<file path="src/rtl/mips_pc_sequencer.sv">
// Program-counter sequencer for the Harvard MIPS core: sequential fetch, branch/jump
// redirects with an optional delay slot, stalls, and halt on a jump to HALT_ADDR.
module mips_pc_sequencer #(
    parameter logic [31:0] RESET_VECTOR = 32'hBFC00000,
    parameter int          DELAY_SLOT   = 1,
    parameter logic [31:0] HALT_ADDR    = 32'h00000000
) (
    input  logic        clk,
    input  logic        reset,
    input  logic        clk_enable,
    input  logic        stall,
    input  logic        br_taken,
    input  logic [15:0] br_offset,
    input  logic        j_valid,
    input  logic [25:0] j_index,
    input  logic        jr_valid,
    input  logic [31:0] jr_target,
    output logic [31:0] instr_address,
    output logic [31:0] link_addr,
    output logic        active,
    output logic        fault,
    output logic        dslot_err
);
    localparam logic [1:0] S_SEQ  = 2'd0;
    localparam logic [1:0] S_PEND = 2'd1;
    localparam logic [1:0] S_HALT = 2'd2;

    logic [1:0]  state;
    logic [31:0] pc, tgt_q;
    logic [31:0] pc_plus4, br_tgt, j_tgt, tgt;
    logic        adv, redirect, misaligned;

    assign active   = (state != S_HALT);
    assign adv      = clk_enable & ~stall & active & ~reset;
    assign redirect = jr_valid | j_valid | br_taken;

    assign pc_plus4 = pc + 32'd4;
    assign br_tgt   = pc_plus4 + {{14{br_offset[15]}}, br_offset, 2'b00};
    assign j_tgt    = {pc_plus4[31:28], j_index, 2'b00};

    always_comb begin
        tgt = br_tgt;
        if (jr_valid)     tgt = jr_target;
        else if (j_valid) tgt = j_tgt;
    end

    assign misaligned    = (tgt[1:0] != 2'b00);
    assign instr_address = pc;
    assign link_addr     = pc + ((DELAY_SLOT != 0) ? 32'd8 : 32'd4);

    always_ff @(posedge clk) begin
        if (reset) begin
            pc        <= RESET_VECTOR;
            tgt_q     <= 32'd0;
            state     <= S_SEQ;
            fault     <= 1'b0;
            dslot_err <= 1'b0;
        end else if (adv) begin
            case (state)
                S_SEQ: begin
                    if (!redirect) begin
                        pc <= pc_plus4;
                    end else if (misaligned) begin
                        // pc stays on the faulting jump; no delay slot runs
                        fault <= 1'b1;
                        state <= S_HALT;
                    end else if (DELAY_SLOT != 0) begin
                        pc    <= pc_plus4;
                        tgt_q <= tgt;
                        state <= S_PEND;
                    end else if (tgt == HALT_ADDR) begin
                        state <= S_HALT;
                    end else begin
                        pc <= tgt;
                    end
                end
                S_PEND: begin
                    // a redirect from the delay slot is dropped, only flagged
                    if (redirect) dslot_err <= 1'b1;
                    if (tgt_q == HALT_ADDR) begin
                        state <= S_HALT;
                    end else begin
                        pc    <= tgt_q;
                        state <= S_SEQ;
                    end
                end
                default: state <= S_HALT;
            endcase
        end
    end
endmodule

</file>
<file path="config.mk">
export PLATFORM = sky130hd
export DESIGN_NAME = mips_pc_sequencer
export DESIGN_NICKNAME = d
export VERILOG_FILES = /design/src/rtl/mips_pc_sequencer.sv
export SDC_FILE = /design/constraint.sdc
export NUM_CORES = 1
export LEC_CHECK = 0
export CAP_MARGIN = 40
export CORE_MARGIN = 2
export CORE_UTILIZATION = 24
export CTS_BUF_LIST = sky130_fd_sc_hd__clkbuf_8
export DETAILED_ROUTE_END_ITERATION = 16
export GPL_ROUTABILITY_DRIVEN = 0
export PLACE_DENSITY = 0.41
export SETUP_SLACK_MARGIN = 0.4
export SLEW_MARGIN = 20
export SYNTH_ARGS = -nofsm -noshare
export SYNTH_HDL_FRONTEND = slang
export SYNTH_SLANG_ARGS = --single-unit
</file>
<file path="constraint.sdc">
create_clock -name clk -period 11.2 [get_ports clk]
set_input_delay 1.12 -clock clk [delete_from_list [all_inputs] [get_ports clk]]
set_output_delay 1.12 -clock clk [all_outputs]
set_load 0.03 [all_outputs]
</file>
# Word-level counts from Yosys, hierarchy flattened
# Cells that the tools add are included.
# Widths: inputs -> output; s select.
dict set report totals {
  romBits 0
  regBits 68
  out_inout_bits 67
  in_bits 81
  ramBits 0
  latchBits 0
  word_cells 40
  mem_count 0
}
dict set report op_classes {
  shifts 0
  n_reduce_logical 9
  multipliers 0
  n_bitwise 8
  add_sub_neg 3
  mux 10
  n_lt_le_gt_ge 0
  div_mod_pow 0
  n_eq_ne 5
}
# cell count
set ops {}
lappend ops {{$mux 32} 5}
lappend ops {{$pmux 32 s2} 1}
lappend ops {{$add 32x3->32 const B} 1}
lappend ops {{$add 32x32->32} 1}
lappend ops {{$add 32x4->32 const B} 1}
lappend ops {{$logic_not 32->1} 1}
lappend ops {{$reduce_and 4->1} 3}
lappend ops {{$mux 2} 3}
lappend ops {{$ne 2x2->1 const B} 3}
lappend ops {{$pmux 2 s2} 1}
lappend ops {{$reduce_bool 2->1} 2}
lappend ops {{$and 1x1->1} 3}
lappend ops {{$ne 3x3->1 const B} 1}
lappend ops {{$not 1->1} 3}
lappend ops {{$reduce_and 3->1} 1}
lappend ops {{$eq 2x1->1 const B} 1}
lappend ops {{$logic_not 2->1} 1}
lappend ops {{$or 1x1->1} 2}
lappend ops {{$reduce_and 2->1} 1}

# Logic depth before layout (Yosys ltp)
dict set report depth {
  word_depth 8
  ltp_mapped 17
  mapped_depth_nobuf 17
}

# Least setup slack after synthesis
# No wires, ideal clock.
dict set report synth_path {
  kind {register to register}
  start {register pc[4], in the netlist instr_address[4]}
  end {register tgt_q[31]}
  path_buffers 0
  arrival_time_ps 3838
  setup_ps 75
  synth_period_minus_slack_ps 3913
  stages_incl_launch_ff 17
  required_ps 11125
  slack_ps 7287
  path_cell_list {dfxtp_1 -> ha_1 -> nand2_1 -> nor4_4 -> nor3b_4 -> nand2_2 -> inv_1 -> nand4_1 -> xnor2_1 -> ha_1 -> a21o_1 -> a21o_1 -> a21boi_0 -> o21a_1 -> o22ai_1 -> a211o_1 -> o22ai_1}
}
dict set report synth_between {
  elab_chain_cells 4
}
# element line
set synth_rtl {}
lappend synth_rtl {{start, declared} 29} ;# logic [31:0] pc, tgt_q;
lappend synth_rtl {{start signal, assigned} 62} ;# pc <= pc_plus4;
lappend synth_rtl {{start signal, assigned} 68} ;# pc <= pc_plus4;
lappend synth_rtl {{start signal, assigned} 74} ;# pc <= tgt;
lappend synth_rtl {{$add 32x3->32 (*)} 37} ;# assign pc_plus4 = pc + 32'd4;
lappend synth_rtl {{$add 32x32->32} 38} ;# assign br_tgt = pc_plus4 + {{14{br_offset[15]}}, br_offset, 2'b00};
lappend synth_rtl {{$mux 32 (*)} 44} ;# else if (j_valid) tgt = j_tgt;
lappend synth_rtl {{$mux 32 (*)} 43} ;# if (jr_valid) tgt = jr_target;
lappend synth_rtl {{end signal, assigned} 69} ;# tgt_q <= tgt;
lappend synth_rtl {{end, declared} 29}
# Mark *: on every way between the ends. The rest lies on a longest branch, timed or not.
# A chain may end at the register's enable or synchronous reset.

# Worst setup path in the final report
# Same ends and word-level chain as after synthesis.

==> metrics <==
Vert. Die Dim around 170 um; max-cap check violation count 0; Post-Route WL approximately 26000 um; Clock Skew 0.00968 ns; period utilisation layout about two fifths; Final min period between 4 and 5 ns; worst r2r src instr_address[4]; hpwl dp ~20000 um; WL/cell 19.8 um; Num CTS Buffers 9; Pleak between 3 and 4 nW; drt first pass iters 4; Async SR Flop Fraction 0%; Clock Path Buffers 2; area grow syn2layout 30.5%; fin area between 8000 and 9000 um^2; Syn. warnings 0; crit end category flop; type of the most critical hold path reg2reg; vias in the first global route approximately 6400; worst hold margin between 0.4 and 0.5 ns; TritonCTS clock tree built; post-CTS sizing 0; setup bufs post-CTS 0; Worst R2R Path Depth 16; WHS Endpoint dslot_err; first-pass GRT wire length 38100 um; Ports between 100 and 150; flop2flop setup slack 6.52 ns; initial core utilization 24.6%; status complete, no violations; share of layout cells above drive strength 1 under 10%; Vias roughly 6600; Final WS setup ~6.5 ns; CORE AREA 25300 um^2; largest net degree at the start of global routing approximately 50; final hold vios 0; initial drt markers between 300 and 400; Gate Count Post-Synth 858; root buffer cell clkbuf_8; area post-placement approximately 7900 um^2; Distinct cells, synth just under 80; Post-synth top flop dfxtp_1; Seq/Total Area, Yosys between 20% and 30%; power density over the cells between 70 and 80 nW/um^2; Hold Crit Depth 2; Area contributors post-synth dfxtp_1 22%, ha_1 7.4%, nand2_1 6.6%; Finished Layout Cells ~1300; largest area contributor in the netlist dfxtp_1; ANT nets after route 0; Global Route Usage Sum 18.7%; via/cell ratio around 5.1; Mapped Nets ~980; Worst Path Class, Setup reg2reg; fin util about a third; Place WS around 6.5 ns; Tot Pwr just under 600 uW; worst vdd ir 0.0407 mV; Worst-Margin Slew approximately 0.8 ns; top-area cell type share of the netlist area 21.9%; H-tree levels 3; Die Span X 165 um; setup_tns 0 ns; initial antenna violation count 0; # rows 58; buffers added on ports 147; f_max 0.214 GHz; EDFF count, synth 0; clock-pin slew on the worst setup and hold paths roughly 0.080 ns; required time worst endpoint roughly 12 ns; post-synthesis cell area around 6200 um^2; number of diodes 0; Critical Path Source Type flop; gr ovfl total 0; CP Max Fanout 9; Mapped Avg Cell Area 7.25 um^2; Placed Cells around 1300; DRC errors left 0; hold buffer count at CTS 0; endpoints failing setup 0; R2R Path End tgt_q[31]; nets@finish 1080; post-synthesis sequential element count 68; RSZ-0062 raised after global routing false; relative slew slack between 40% and 50%; Slew Limit Fails 0; Hold Path Origin dslot_err; Clock Sinks 68; Worst EP arrival ~5 ns; total die area about 27000 um^2; clk_lat worst skew between 0.3 and 0.4 ns
-- routing by layer --
layer	wire length [um]	global-route usage, %	vias up
li1	-	-	3262
met3	969	3.04	30
met4	630	5.49	0
met2	12300	32.0	153
met5	0	0	-
met1	11700	24.0	3127
-- worst max-delay path by stage --
stage | slack [ns] | start | endpoint
5_1_grt | 6.22 | instr_address[4] | tgt_q[31]
3_3_place_gp | 6.46 | instr_address[4] | tgt_q[31]
4_1_cts | 6.48 | instr_address[4] | tgt_q[31]
3_5_place_dp | 6.52 | instr_address[4] | tgt_q[31]
2_1_floorplan | 7.29 | instr_address[4] | tgt_q[31]
6_report | 6.52 | instr_address[4] | tgt_q[31]
-- registers in the layout, indices dropped and copies added, names as in the netlist --
| register | flops |
|---|---|
| instr_address | 32 |
| state | 2 |
| tgt_q | 32 |
| dslot_err | 1 |
| fault | 1 |
-- cells by family (layout without fill, tap and decap cells) --
group / Yosys count / after routing / share of synthesized area (%)
buffers and inverters: 89 / 195 / 6.05
AO/OA/AOI/OAI: 233 / 233 / 24.7
XOR/XNOR: 76 / 76 / 10.8
multiplexers: 8 / 8 / 1.31
adder cells (fa/ha/maj): 38 / 38 / 7.76
AND/OR/NAND/NOR: 346 / 346 / 27.5
flip-flops: 68 / 68 / 21.9
-- cell usage after synthesis, types with 4 or more instances --
library cell	instances
buf_2	15
o21a_1	7
and2_1	6
a211o_1	4
a22oi_1	4
a21o_1	20
xor2_1	31
o21ai_0	32
ha_1	37
inv_1	18
nor2_1	93
nor3_1	24
nor2b_1	5
a21oi_1	78
o21ai_1	4
xnor2_1	44
and3_1	18
or3_1	7
o211ai_1	13
dfxtp_1	68
o221ai_1	6
mux2i_1	7
buf_4	6
o21bai_1	5
o22ai_1	11
nand2_1	110
a211oi_1	5
clkbuf_1	44
nand3_1	31
nor4_1	9
a31oi_1	8
nand4_1	20
-- layout make-up --
cell class                 count  area [um^2]
clock buffer                  10          138
clock inverter                 4         18.8
fill                        2760        17200
inverter                      21         78.8
multi-input combinational    701         4490
sequential                    68         1360
tap                          330          413
timing repair buffer         160         1620
-- critical path: stages (launching register included) --
cell and delay [ns]:
dfxtp_1 0.50, ha_1 0.37, nand2_1 0.18, nor4_4 0.47, nor3b_4 0.50, nand2_2 0.18, inv_1 0.09, nand4_1 0.17
xnor2_1 0.39, ha_1 0.35, a21o_1 0.19, a21o_1 0.21, a21boi_0 0.33, o21a_1 0.18, o22ai_1 0.08, a211o_1 0.31
o22ai_1 0.11
-- cell usage in the layout (no fill, tap or decap), drive strengths merged, types with 7 or more instances in the layout --
cell	count
mux2i	7
nor3	24
xnor2	45
nand2	112
a31oi	9
or3	7
nor4	12
nand4	22
buf	14
and3	18
xor2	31
o22ai	11
a21oi	78
ha	37
nand3	33
clkdlybuf4s50	146
o21ai	39
dfxtp	68
a21o	20
o211ai	13
inv	19
o21a	7
clkbuf	10
nor2	94
-- power by group --
group,switching [mW],total (mW),internal [mW]
Combinational,0.0776,0.143,0.0651
Sequential,0.00929,0.257,0.248
Clock,0.103,0.185,0.0821
Total,0.190,0.584,0.395
Note: power is estimated with default switching activity, not from simulation.
==> variant 1: new RTL, same flow settings <==
Set the parameter `DELAY_SLOT` to 0 (it was 1).
--- a/src/rtl/mips_pc_sequencer.sv
+++ b/src/rtl/mips_pc_sequencer.sv
@@ -2,7 +2,7 @@
 // redirects with an optional delay slot, stalls, and halt on a jump to HALT_ADDR.
 module mips_pc_sequencer #(
     parameter logic [31:0] RESET_VECTOR = 32'hBFC00000,
-    parameter int          DELAY_SLOT   = 1,
+    parameter int          DELAY_SLOT   = 0,
     parameter logic [31:0] HALT_ADDR    = 32'h00000000
 ) (
     input  logic        clk,
Behaviour: not the same (Yosys sat finds a counterexample within 4 cycles, from zero or initial values and one cycle with reset high).
==> variant 1 against the unedited design <==
- critical endpoint is now instr_address[10]
- synthesized cell count down 26%
- synthesized area down 24%
- critical path depth grew 2
- setup slack got worse by 1.1 ns
- cell area fell by 20%
- global-route usage up 2.7 points
- sequential cell count down 34
- core utilization up 1.5 points
- routed wire length decreased by 11%
Power is not compared: it rests on default switching activity, and its combinational part moved more than twofold at a synthesized area within 25%.
==> variant 1: results (changes against the unedited design) <==
Run status
  • Status: finished clean

Detailed routing
  • Routed wl met2: 10590 um (-14%)
  • WL met1: 10640 um (-9.1%)
  • Initial DRC Count: 556 (+68%)
  • Mean number of vias per cell: 5.498 (+8.3%)
  • Via count: 5652 (-14%)
  • WL final: 22660 um (-11%)
  • DR WL met3: 1091 um (+13%)
  • Top sig layer: met4
  • First-pass detailed-route iteration total: 5 (+1)

Setup path
  • Slowest cell on the critical path: xor2_1
  • Worst R2R Path Depth: 18 (+2)
  • Critical path fanouts, max: 13 (+4)

Synth
  • Synth Area in Compound Gates: 0.3514 (+0.1043)
  • Synth Area in Adders: 0.09950 (+0.02188)
  • Top post-synthesis cells by count: 78 x a21oi_1, 50 x nand2_1, 45 x nor2_1, 36 x ha_1, 35 x o21ai_0
  • Mux contribution to synthesized area: 0.04075 (+0.02768)
  • Post-synthesis xor/xnor area fraction: 0.08706 (-0.02112)
  • Syn Nets: 757 (-23%)
  • Synth area leaders: dfxtp_1 14%, ha_1 9.5%, a21oi_1 8.3%
  • Unique masters post-synth: 75 (-5.1%)
  • Syn Inst Count: 639 (-26%)
  • Sequential area share after synthesis: 0.1440 (-0.07483)

GRT
  • Global-route track usage on met2: 0.3512 (+0.03076)
  • GR met1 Demand/Resource: 0.3025 (+0.06290)
  • Tot GR Track Use: 0.2139 (+0.02725)
  • First-pass GRT wire length: 33730 um (-11%)
  • Grt ovf: 0 (unchanged)
  • Pin count of the biggest net entering global routing: 36 (-27%)
  • Met3 Usage GRT: 0.02285 (-0.007539)

Timing
  • Worst rel slew slack: 0.4668 (-0.01111)

Place
  • DP HPWL: 18310 um (-7.4%)
  • Placement Setup Slack: 5.462 ns (-1.054 ns)

Min path
  • Worst hold path depth: 1 (-1)

Clock network
  • Setup bufs post-CTS: 0 (unchanged)
  • Inserted Clock Buffers: 5 (-4)
  • H-tree depth: 2 (-1)

Layout
  • Layout net count: 880 (-19%)
  • Largest register FFs: 32
  • Share of post-route cells with drive strength above 1: 0.07602 (+0.01792)
  • Fill count: 2126 (-23%)
-- variant 1: cell count changes after synthesis, moves of 13 or more --
| cell | unedited run | this run |
|---|---|---|
| nand2_1 | 110 | 50 |
| nor2_1 | 93 | 45 |
| dfxtp_1 | 68 | 34 |
| a211oi_2 | 1 | 18 |
| clkbuf_1 | 44 | 28 |
| xnor2_1 | 44 | 29 |
| buf_2 | 15 | 2 |
| xor2_1 | 31 | 18 |
-- variant 1: final cells by class --
type | instances | area, um2 | area share
clock buffer | 6 | 82.58 | 0.01267
clock inverter | 2 | 8.758 | 0.001344
inverter | 12 | 45.04 | 0.006911
multi-input combinational | 552 | 3804 | 0.5836
sequential | 34 | 680.7 | 0.1044
tap | 265 | 331.6 | 0.05087
timing repair buffer | 157 | 1565 | 0.2402
-- variant 1: worst paths after layout --
path / from / to / slack, ns
max: instr_address[4] / instr_address[10] / 5.40
min: instr_address[1] / instr_address[1] / 0.49
max reg2reg: instr_address[4] / instr_address[10] / 5.40
min reg2reg: instr_address[1] / instr_address[1] / 0.49
-- variant 1: power groups by stage --
stage / Sequential (mW) / Combinational, mW / Clock (mW)
after floorplan: 0.151 / 0.159 / 0
after global placement: 0.142 / 0.282 / 0
after detailed placement: 0.142 / 0.282 / 0
after CTS: 0.139 / 0.284 / 0.0998
after global routing: 0.141 / 0.307 / 0.104
final: 0.139 / 0.287 / 0.0960
-- variant 1: metrics by stage --
stage | cell area (um2) | hold slack (ns) | util | total power [mW]
after floorplan | 4728 | 0.4963 | - | 0.3094
after global placement | 6367 | 0.4623 | 0.3282 | 0.4244
after detailed placement | 6411 | 0.4732 | 0.3305 | 0.4241
after CTS | 6502 | 0.4864 | 0.3352 | 0.5230
after global routing | 6518 | 0.5048 | 0.3360 | 0.5517
final | 6518 | 0.4870 | 0.3360 | 0.5222
==> variant 2: new RTL, same flow settings <==
Without the edit above. Reset style: asynchronous (`reset`), changed in one clocked block.
--- a/src/rtl/mips_pc_sequencer.sv
+++ b/src/rtl/mips_pc_sequencer.sv
@@ -48,7 +48,7 @@
     assign instr_address = pc;
     assign link_addr     = pc + ((DELAY_SLOT != 0) ? 32'd8 : 32'd4);
 
-    always_ff @(posedge clk) begin
+    always_ff @(posedge clk or posedge reset) begin
         if (reset) begin
             pc        <= RESET_VECTOR;
             tgt_q     <= 32'd0;
Behaviour: differs if reset is asserted again (counterexample within 4 cycles, from zero or initial values and one cycle with reset high); with reset held inactive, the same outputs for 4 cycles.
==> variant 2 against the unedited design <==
- cell area rose by 3.9%
- synthesized area rose by 3.6%
- routed wire length fell by 3.9%
- global-route usage fell by 1.2 points
- synthesized cell count fell by 4.8%
- setup slack improved by 0.052 ns
- sequential cell count did not move
- largest cell class unchanged
- highest routed layer unchanged
Power is left out: it rests on default switching activity, and per cell area and clock period it moved more than threefold.
==> variant 2: results (changes against the unedited design) <==
Run status
  • Status: finished clean

Timing
  • Clk_skew: 0.007658 ns (-0.002019 ns)
  • Worst rel slew slack: 0.5666 (+0.08867)

Clock network
  • Worst skew pair latency: between 0.3 and 0.4 ns
  • Inserted Clock Buffers: 9 (unchanged)
  • Setup bufs post-CTS: 0 (unchanged)
  • H-tree depth: 3 (unchanged)
  • CTS root buffer: clkbuf_8
  • Deepest clock path buffer count: 2 (unchanged)
  • # resized after CTS: 0 (unchanged)
  • Clk slew on worst S/H paths: 0.08 ns (about the same)

GRT
  • Pin count of the biggest net entering global routing: 47 (-4.1%)
  • First-pass GRT wire length: 37810 um (-0.72%)
  • Initial antenna violation count: 0 (unchanged)
  • Grt ovf: 0 (unchanged)
  • Tot GR Track Use: 0.1746 (-0.01204)

Detailed routing
  • DR WL met3: 671 um (-31%)
  • Routed wl met2: 10840 um (-12%)
  • Per-cell routed wire length: 19.33 um (-2.3%)
  • Via count: 6244 (-5.0%)
  • First-pass detailed-route iteration total: 5 (+1)
  • WL met1: 12850 um (+9.8%)
  • Initial DRC Count: 266 (-19%)
  • Top sig layer: met4

Setup path
  • RR Startpoint: instr_address[2]
  • RR Endpoint: tgt_q[31]
  • Setup slack, reg-to-reg: 6.57 ns (+0.05 ns)
  • Worst R2R Path Depth: 17 (+1)
  • Critical path fanouts, max: 13 (+4)

Layout
  • Layout net count: 1051 (-2.7%)
  • Share of post-route cells with drive strength above 1: 0.06937 (+0.01128)
  • Diode count: 0 (unchanged)
  • Fill count: 2794 (+1.2%)

Min path
  • Hold path start: dslot_err
  • Min-Delay Endpoint: dslot_err
  • Worst hold path depth: 1 (-1)
  • Worst min-delay path class: reg2reg

Synth
  • Dominant synthesized flop cell: dfrtp_1
  • Syn Nets: 936 (-4.2%)
  • Unique masters post-synth: 78 (-1.3%)
  • EDFF count, synth: 0 (unchanged)
  • Top post-synthesis cells by count: 118 x nand2_1, 72 x o21ai_0, 65 x a21oi_1, 65 x nor2_1, 59 x dfrtp_1
  • Sequential area share after synthesis: 0.2658 (+0.04704)
  • Fraction of registers with async set/reset: 1.000 (+1.000)
  • Synth area leaders: dfrtp_1 23%, ha_1 7.2%, nand2_1 6.9%
  • Yosys warnings: 0 (unchanged)

Place
  • Placed cell area: 8178 um2 (+3.0%)
  • DP HPWL: 20080 um (+1.5%)
  • I/O Buffers: 147 (unchanged)
## variant 2: cell count changes after synthesis, sizes merged, moves of 12 or more
cell / unedited run / this run
a21oi: 78 / 66
buf: 23 / 35
clkbuf: 45 / 20
dfrtp: 0 / 59
dfxtp: 68 / 0
mux2i: 7 / 21
nor2: 94 / 65
o21ai: 39 / 79
## variant 2: cell families after synthesis
kind of cell / count (synthesis) / synth area share
AND/OR/NAND/NOR: 307 / 0.2388
XOR/XNOR: 77 / 0.1058
buffers and inverters: 72 / 0.05165
flip-flops: 68 / 0.2658
AO/OA/AOI/OAI: 232 / 0.2268
adder cells (fa/ha/maj): 38 / 0.07495
multiplexers: 23 / 0.03612
## variant 2: through the flow
step / worst slack (ns) / util / instances / hold slack (ns)
floorplan: 6.811 / - / 817 / 0.4710
detailed placement: 6.681 / 0.3121 / 1255 / 0.4690
CTS: 6.649 / 0.3216 / 1271 / 0.4860
global route: 6.226 / 0.3219 / 1272 / 0.5099
global placement: 6.316 / 0.3100 / 1252 / 0.4792
finish: 6.573 / 0.3219 / 1272 / 0.4795
## variant 2: worst max-delay path by stage
stage                endpoint        startpoint
floorplan           tgt_q[24]             reset
finish              tgt_q[31]  instr_address[2]
detailed placement  tgt_q[31]  instr_address[2]
global placement    tgt_q[24]             reset
global route        tgt_q[31]  instr_address[2]
CTS                 tgt_q[25]  instr_address[4]
## variant 2: cell type report
type	instances	area, um2	share of cell area
well taps	335	419.2	0.04969
clock buffers	11	151.4	0.01795
inverters	17	63.81	0.007565
clock inverters	5	98.84	0.01172
multi-input cells	677	4400	0.5217
repair buffers	159	1589	0.1884
flip-flops and latches	68	1713	0.2031
## variant 2: metal layers
metal | global-route usage | vias up
li1 | - | 3163
met1 | 0.2656 | 2961
met2 | 0.2682 | 109
met3 | 0.01551 | 11
met4 | 0.03554 | 0
met5 | 0 | -
## variant 2: critical path, stage by stage (launching register included)
cell      delay, ns
dfrtp_1        0.64
ha_1           0.26
and3_1         0.28
nand4_4        0.19
nor2_1         0.27
nand2_1        0.22
inv_1          0.15
nand2_1        0.09
xnor2_1        0.49
ha_1           0.32
nand4_1        0.17
nor2_1         0.29
nand3_1        0.12
o211ai_1       0.28
mux2i_1        0.25
a21oi_1        0.09
o311ai_1       0.29
o21a_1         0.16
